**src/rtl/key_word_loader_if.sv**
```systemverilog
//------------------------------------------------------------------------------
// Module      : key_word_loader_if
// Description : Word stream, control and published-key signals of the loader.
// Revision    : 1.0 - initial release
//------------------------------------------------------------------------------
`default_nettype none

interface key_word_loader_if;
  logic         in_valid;
  logic         in_ready;
  logic [31:0]  in_data;
  logic         in_last;
  logic         clear;
  logic [127:0] key;
  logic         key_valid;
  logic         err;
  logic [7:0]   key_count;

  modport master (
    output in_valid, in_data, in_last, clear,
    input  in_ready, key, key_valid, err, key_count
  );

  modport slave (
    input  in_valid, in_data, in_last, clear,
    output in_ready, key, key_valid, err, key_count
  );
endinterface

`default_nettype wire

```
**src/rtl/key_word_loader.sv**
```systemverilog
//------------------------------------------------------------------------------
// Module      : key_word_loader
// Description : Assembles four 32-bit stream words into a shadow register and
//               publishes the complete 128-bit key atomically with a valid flag.
// Revision    : 1.0 - initial release
//------------------------------------------------------------------------------
`default_nettype none

module key_word_loader #(
  parameter bit          MSW_FIRST      = 1'b1,
  parameter logic [15:0] TIMEOUT_CYCLES = 16'd1023
) (
  input  wire logic         clk,
  input  wire logic         rst,
  key_word_loader_if.slave  bus
);

  typedef enum logic [1:0] {
    ST_IDLE    = 2'd0,
    ST_COLLECT = 2'd1,
    ST_READY   = 2'd2
  } state_t;

  localparam logic [1:0] c_LAST_IDX = 2'd3;

  state_t        r_state;
  logic [1:0]    r_idx;
  logic [127:0]  r_shadow;
  logic [127:0]  r_key;
  logic          r_key_valid;
  logic          r_err;
  logic [7:0]    r_count;
  logic [15:0]   r_timer;

  state_t        w_state;
  logic [1:0]    w_idx;
  logic [127:0]  w_shadow;
  logic [127:0]  w_key;
  logic          w_key_valid;
  logic          w_err;
  logic [7:0]    w_count;
  logic [15:0]   w_timer;

  logic          w_ready;
  logic          w_accept;
  logic          w_is_final;
  logic          w_frame_err;
  logic          w_timeout;
  logic [127:0]  w_shadow_wr;

  // Bit position of the low end of a slot inside the 128-bit key.
  function automatic logic [6:0] slot_lsb(input logic [1:0] slot);
    logic [6:0] w_off;
    w_off = {slot, 5'd0};
    return MSW_FIRST ? (7'd96 - w_off) : w_off;
  endfunction

  assign w_ready     = !bus.clear;
  assign w_accept    = bus.in_valid && w_ready;
  assign w_is_final  = (r_idx == c_LAST_IDX);
  assign w_frame_err = w_accept && (bus.in_last != w_is_final);
  assign w_timeout   = (TIMEOUT_CYCLES != 16'd0) && (r_state == ST_COLLECT) &&
                       !w_accept && (r_timer == (TIMEOUT_CYCLES - 16'd1));

  always_comb begin
    w_shadow_wr = r_shadow;
    w_shadow_wr[slot_lsb(r_idx) +: 32] = bus.in_data;
  end

  always_comb begin
    w_state     = r_state;
    w_idx       = r_idx;
    w_shadow    = r_shadow;
    w_key       = r_key;
    w_key_valid = r_key_valid;
    w_err       = r_err;
    w_count     = r_count;
    w_timer     = 16'd0;

    if (bus.clear) begin
      w_key       = '0;
      w_key_valid = 1'b0;
      w_err       = 1'b0;
      w_shadow    = '0;
      w_idx       = 2'd0;
      w_state     = ST_IDLE;
    end else if (w_accept) begin
      // Any accepted word invalidates the published key; old value stays put.
      w_key_valid = 1'b0;
      if (w_frame_err) begin
        w_err    = 1'b1;
        w_shadow = '0;
        w_idx    = 2'd0;
        w_state  = ST_IDLE;
      end else if (w_is_final) begin
        w_key       = w_shadow_wr;
        w_key_valid = 1'b1;
        w_count     = (r_count == 8'hFF) ? r_count : (r_count + 8'd1);
        w_shadow    = '0;
        w_idx       = 2'd0;
        w_state     = ST_READY;
      end else begin
        w_shadow = w_shadow_wr;
        w_idx    = r_idx + 2'd1;
        w_state  = ST_COLLECT;
      end
    end else if (w_timeout) begin
      w_err    = 1'b1;
      w_shadow = '0;
      w_idx    = 2'd0;
      w_state  = ST_IDLE;
    end else if (r_state == ST_COLLECT) begin
      w_timer = r_timer + 16'd1;
    end
  end

  always_ff @(posedge clk or posedge rst) begin
    if (rst) begin
      r_state     <= ST_IDLE;
      r_idx       <= 2'd0;
      r_shadow    <= '0;
      r_key       <= '0;
      r_key_valid <= 1'b0;
      r_err       <= 1'b0;
      r_count     <= 8'd0;
      r_timer     <= 16'd0;
    end else begin
      r_state     <= w_state;
      r_idx       <= w_idx;
      r_shadow    <= w_shadow;
      r_key       <= w_key;
      r_key_valid <= w_key_valid;
      r_err       <= w_err;
      r_count     <= w_count;
      r_timer     <= w_timer;
    end
  end

  assign bus.in_ready  = w_ready;
  assign bus.key       = r_key;
  assign bus.key_valid = r_key_valid;
  assign bus.err       = r_err;
  assign bus.key_count = r_count;

endmodule

`default_nettype wire

```
**src/flat_wrapper.sv**
```systemverilog
// flat-port wrapper written by rule: the top's interface ports become plain ports
module key_word_loader_flat 
#(
  parameter bit          MSW_FIRST      = 1'b1,
  parameter logic [15:0] TIMEOUT_CYCLES = 16'd1023
)
  (clk, rst, bus_in_valid, bus_in_data, bus_in_last, bus_clear, bus_in_ready, bus_key, bus_key_valid, bus_err, bus_key_count);
  key_word_loader_if bus_i ();
  input  wire logic clk;
  input  wire logic rst;
  input wire logic [$bits(bus_i.in_valid)-1:0] bus_in_valid;
  input wire logic [$bits(bus_i.in_data)-1:0] bus_in_data;
  input wire logic [$bits(bus_i.in_last)-1:0] bus_in_last;
  input wire logic [$bits(bus_i.clear)-1:0] bus_clear;
  output wire logic [$bits(bus_i.in_ready)-1:0] bus_in_ready;
  output wire logic [$bits(bus_i.key)-1:0] bus_key;
  output wire logic [$bits(bus_i.key_valid)-1:0] bus_key_valid;
  output wire logic [$bits(bus_i.err)-1:0] bus_err;
  output wire logic [$bits(bus_i.key_count)-1:0] bus_key_count;
  assign bus_i.in_valid = bus_in_valid;
  assign bus_i.in_data = bus_in_data;
  assign bus_i.in_last = bus_in_last;
  assign bus_i.clear = bus_clear;
  assign bus_in_ready = bus_i.in_ready;
  assign bus_key = bus_i.key;
  assign bus_key_valid = bus_i.key_valid;
  assign bus_err = bus_i.err;
  assign bus_key_count = bus_i.key_count;
  key_word_loader #(.MSW_FIRST(MSW_FIRST), .TIMEOUT_CYCLES(TIMEOUT_CYCLES)) u_core (.clk(clk), .rst(rst), .bus(bus_i));
endmodule
```
**config.mk**
```make
export PLATFORM = sky130hd
export DESIGN_NAME = key_word_loader_flat
export DESIGN_NICKNAME = d
export VERILOG_FILES = /design/src/rtl/key_word_loader_if.sv /design/src/rtl/key_word_loader.sv /design/src/flat_wrapper.sv
export SDC_FILE = /design/constraint.sdc
export NUM_CORES = 1
export LEC_CHECK = 0
export BUFFER_PORTS_ARGS = -buffer_cell sky130_fd_sc_hd__buf_4
export CAP_MARGIN = 0
export CELL_PAD_IN_SITES_DETAIL_PLACEMENT = 0
export CELL_PAD_IN_SITES_GLOBAL_PLACEMENT = 1
export CORE_MARGIN = 4
export CORE_UTILIZATION = 45
export DETAILED_ROUTE_END_ITERATION = 8
export PLACE_DENSITY_LB_ADDON = 0.05
export SLEW_MARGIN = 15
export SYNTH_ARGS = -nofsm -noshare
export SYNTH_HDL_FRONTEND = slang
export SYNTH_SLANG_ARGS = --single-unit
```
**constraint.sdc**
```tcl
create_clock -name clk -period 13 [get_ports clk]
set_clock_uncertainty 0.15 [all_clocks]
set_input_delay 1.95 -clock clk [delete_from_list [all_inputs] [get_ports clk]]
set_output_delay 1.95 -clock clk [all_outputs]
set_load 0.005 [all_outputs]
```
==> After elaboration in Yosys (flattened, before gate mapping) <==
Index checks and enable logic that the tools add are counted.
{ "totals": {"wordCells": 68, "regBits": 286, "input_bits": 37, "output_inout_bits": 139} }
{ "classes": {"n_mux": 31, "n_bitwise": 3, "addsub": 5, "n_eq_ne": 7, "reduce_logical": 12, "shift": 2} }
{ "op_table": {"columns": ["cell", "n"], "rows": [
  ["$mux W128", 9],
  ["$bwmux W128", 1],
  ["$shift A32 B9 Y128 const A", 1],
  ["$shiftx A32 B9 Y128", 1],
  ["$mux W16", 4],
  ["$mux W2", 9],
  ["$add A16 B1 Y16 const B", 1],
  ["$eq A16 B10 Y1 const B", 1],
  ["$neg A7 Y9", 1],
  ["$add A8 B1 Y8 const B", 1],
  ["$eq A8 B8 Y1 const B", 1],
  ["$mux W1", 8],
  ["$sub A7 B7 Y7 const A", 1],
  ["$reduce_and A5 Y1", 1],
  ["$logic_and A1 B1 Y1", 4],
  ["$reduce_bool A2 Y1", 2],
  ["$ne A3 B3 Y1 const B", 1],
  ["$not A1 Y1", 3],
  ["$reduce_and A3 Y1", 1],
  ["$reduce_bool A3 Y1", 1],
  ["$add A2 B1 Y2 const B", 1],
  ["$eq A2 B1 Y1 const B", 1],
  ["$eq A2 B2 Y1 const B", 1],
  ["$logic_not A1 Y1", 2],
  ["3 further kinds", 3]
]} }

==> Longest topological paths before layout <==
{ "logic_depth": {"word_depth": 8, "mapped_depth": 8, "depth_no_buf": 6} }

==> Least setup slack after synthesis <==
No wires, ideal clock.
{ "synth_path": {"path_kind": "in2out", "from": "input port bus_clear", "to": "output port bus_in_ready", "cell_stages": 1, "arrival_time_ns": 2.020, "required_ns": 10.900, "path_slack_ns": 8.880, "path_buffers": 0, "cell_sequence": "inv_1"} }
{ "synth_between": {"elab_chain_cells": 1} }
{ "synth_lines": {"columns": ["element", "line_no", "text"], "rows": [
  ["from (decl)", "flat_wrapper.sv:14", "input wire logic [$bits(bus_i.clear)-1:0] bus_clear;"],
  ["$logic_not A1 Y1", "key_word_loader.sv:58", "assign w_ready = !bus.clear;"],
  ["to (decl)", "flat_wrapper.sv:15", "output wire logic [$bits(bus_i.in_ready)-1:0] bus_in_ready;"]
]} }
Every way passes these cells.

==> Worst setup path after layout <==
Same ends and word-level chain as after synthesis.

==> results.txt <==
Status: complete, no violations
# port buffers: 175
Die height: 170.6 um
Root Buffer: clkbuf_16
Via Count: 8,829
Post-synth EDFFs: 0
Initial core utilization: 0.4566
Fin crit period: 4.405 ns
Non-Filler Instances: 1,606
Area of the mapped netlist: 11,900 um^2
Net Count, Synth: 1,156
Post-DRT Antenna Nets: 0
Synth Area in Adders: 0.008413
First-pass GRT wire length: 50.55 mm
Mean post-synth cell area: 10.71 um^2
Reg clk slew, reported paths: 0.06 ns
DRT Pass-1 Iters: 5
Core footprint: 26,060 um^2
Post-synth ARST share: 1.000
Crit share post-route: 0.3388
CTS buffer count: 30
Fin. Hold Viols: 0
Number of cell rows: 59
CTS Sinks: 286
# Post-CTS Setup Buffers: 0
Post-synthesis mux area share: 0.0009465
RSZ-0062 raised after global routing: false
Synth Area in XOR/XNOR: 0.01620
Max frequency: 227.0 MHz
Synth warnings: 0
Max Cap Viol: 0
Initial antenna violation count: 0
Area of the multi-input gates: 4427 um^2
Htree depth: 1
Critical Path Fanout Max: 7
Post-synthesis compound-gate area fraction: 0.2126
WL met3: 1.498 mm
Worst min path class: flip-flop to flip-flop
Area Growth Syn to Fin: 21.78%
Crit end category: primary output
Routed length per instance: 19.68 um
Reg area: 7157 um^2
Fin Setup TNS: 0 ns
Worst path arrival time: 2.30 ns
Sequential share of the synthesized area: 0.6015
Die Width: 170.6 um
Antenna cell count: 0
Longest Clk Path Bufs: 3
Clock latency on the worst-skew pair: 0.55 ns
Share of cells above drive strength 1: 0.1983
Via/cell ratio: 5.498
Final Setup Violations: 0
Cells after synthesis: 1,111
Met2 WL post-DR: 14.24 mm
Layout Nets: 1,294
Largest family of logic cells by synthesized area: compound AO/OA/AOI/OAI gates
Cell Pwr Density: 128.0 nW/um^2
Post-DP HPWL: 19.10 mm
Top_reg_cell synth: dfrtp_1
WHS: 0.3273 ns
Top Layer Used: met4
Initial DRC Count: 624
Reg2Reg Setup Slack: 9.94 ns
CTS tree: done
Post-Route M1 WL: 15.38 mm
GP Congestion: 0.7638
Critical path data required time: 10.90 ns
Worst-margin pin slew: 1.094 ns
Filler cells: 2,387
CP startpoint kind: input pin
Max-slew violations: 0
DP Cell Count: 1,552
# hold bufs at CTS: 0
I/O pin cnt: 176
Number of global-route vias before repair: 8,621
All-Layer GR Usage: 0.2157
Largest net degree at the start of global routing: 186
#FFs+latches synth: 286
Rel. slew slack: 0.2708
GR Overflow Total: 0
Total Power: 0.001855 W
Leakage power total: 6.579 nW
DRC viols: 0
Worst VDD drop: 0.00008101 V
DRT Wirelength: 31.60 mm
Simple-Gate Fraction of Synth Area: 0.1282
Final instance area: 14,490 um^2
CTS resizes: 0
Full die area: 29,100 um^2
Area post-placement: 13,480 um^2
Crit Path Class: input pin to primary output
Post-synthesis cell type count: 42
==> path summary, 6_finish.rpt <==
path / endpoint / start / cells past startpoint
max in group asynchronous: u_core.bus.key[69] / rst / 3
setup reg to reg: u_core.r_shadow[47] / u_core.r_idx[0] / 5
hold / removal: u_core.bus.key[86] / u_core.bus.key[86] / 2
setup / recovery: bus_in_ready / bus_clear / 3
min in group asynchronous: u_core.bus.key[58] / rst / 2
hold reg to reg: u_core.bus.key[86] / u_core.bus.key[86] / 2
==> where the power goes <==
part           switching, W  total (W)  internal (W)
clock              0.000347   0.000863      0.000516
sequential       0.00000311   0.000898      0.000895
combinational     0.0000717  0.0000937     0.0000220
==> synthesized netlist by cell type (all sizes together) (5+ instances only) <==
cell type    n  share of area
o2bb2ai     63          0.046
a22o        32          0.024
a21oi       97          0.041
nor2        24         0.0076
nor2b       96          0.050
nor3         6         0.0025
xor2         7         0.0052
nand3        7         0.0029
a22oi       32          0.020
ha           8         0.0084
nor4         5         0.0039
inv          7         0.0022
nand2      143          0.045
a21boi      33          0.021
xnor2       15          0.011
nand4        9         0.0047
o21ai      132          0.056
dfrtp      286           0.60
buf         15         0.0078
clkbuf      69          0.022
==> layout by cell type (no fill, tap or decap), types with 7 or more instances in the layout <==
cell / synthesis / layout
xor2_1: 7 / 7
clkbuf_8: 0 / 11
nor2_1: 24 / 24
dfrtp_1: 286 / 286
buf_4: 0 / 189
nand2_1: 143 / 143
o2bb2ai_1: 63 / 63
a21boi_0: 33 / 32
nand3_1: 7 / 7
nor2b_1: 96 / 96
nand4_1: 9 / 9
o21ai_0: 127 / 127
clkbuf_16: 0 / 31
a22o_1: 32 / 32
xnor2_1: 15 / 15
a21oi_1: 97 / 97
a22oi_1: 32 / 32
==> logic make-up after synthesis <==
| kind of cell | Yosys count |
|---|---|
| compound gates | 397 |
| simple gates | 305 |
| flops | 286 |
| buf+inv | 92 |
| xor+xnor | 22 |
| fa+ha+maj | 8 |
| mux | 1 |
==> layout make-up <==
cell class | count | share of cell area
flip-flops and latches | 286 | 0.4940
multi-input cells | 733 | 0.3055
repair buffers | 190 | 0.09931
clock buffers | 48 | 0.06554
well taps | 335 | 0.02893
clock inverters | 6 | 0.004145
inverters | 8 | 0.002591
==> stage by stage <==
step / utilization / setup WS [ns]
after floorplan: - / 3.008
after global placement: 0.5172 / 8.587
after detailed placement: 0.5172 / 8.600
after CTS: 0.5560 / 8.596
after global routing: 0.5560 / 8.557
final: 0.5560 / 8.595
==> critical path, stage by stage <==
cell and delay, ns:
buf_4 0.14, inv_1 0.09, buf_4 0.12
==> routing by layer <==
metal  up-vias  global-route usage
met2       206              0.3224
li1       4196                   -
met3        34             0.02981
met5         -                   0
met4         0             0.04479
met1      4393              0.3384
==> sequential cells by signal, indices dropped and copies added, names as in the netlist <==
signal                cells
u_core.bus.err            1
u_core.bus.key          128
u_core.bus.key_count      8
u_core.bus.key_valid      1
u_core.r_idx              2
u_core.r_shadow         128
u_core.r_state            2
u_core.r_timer           16
No activity file was read; power rests on OpenSTA's default activity.
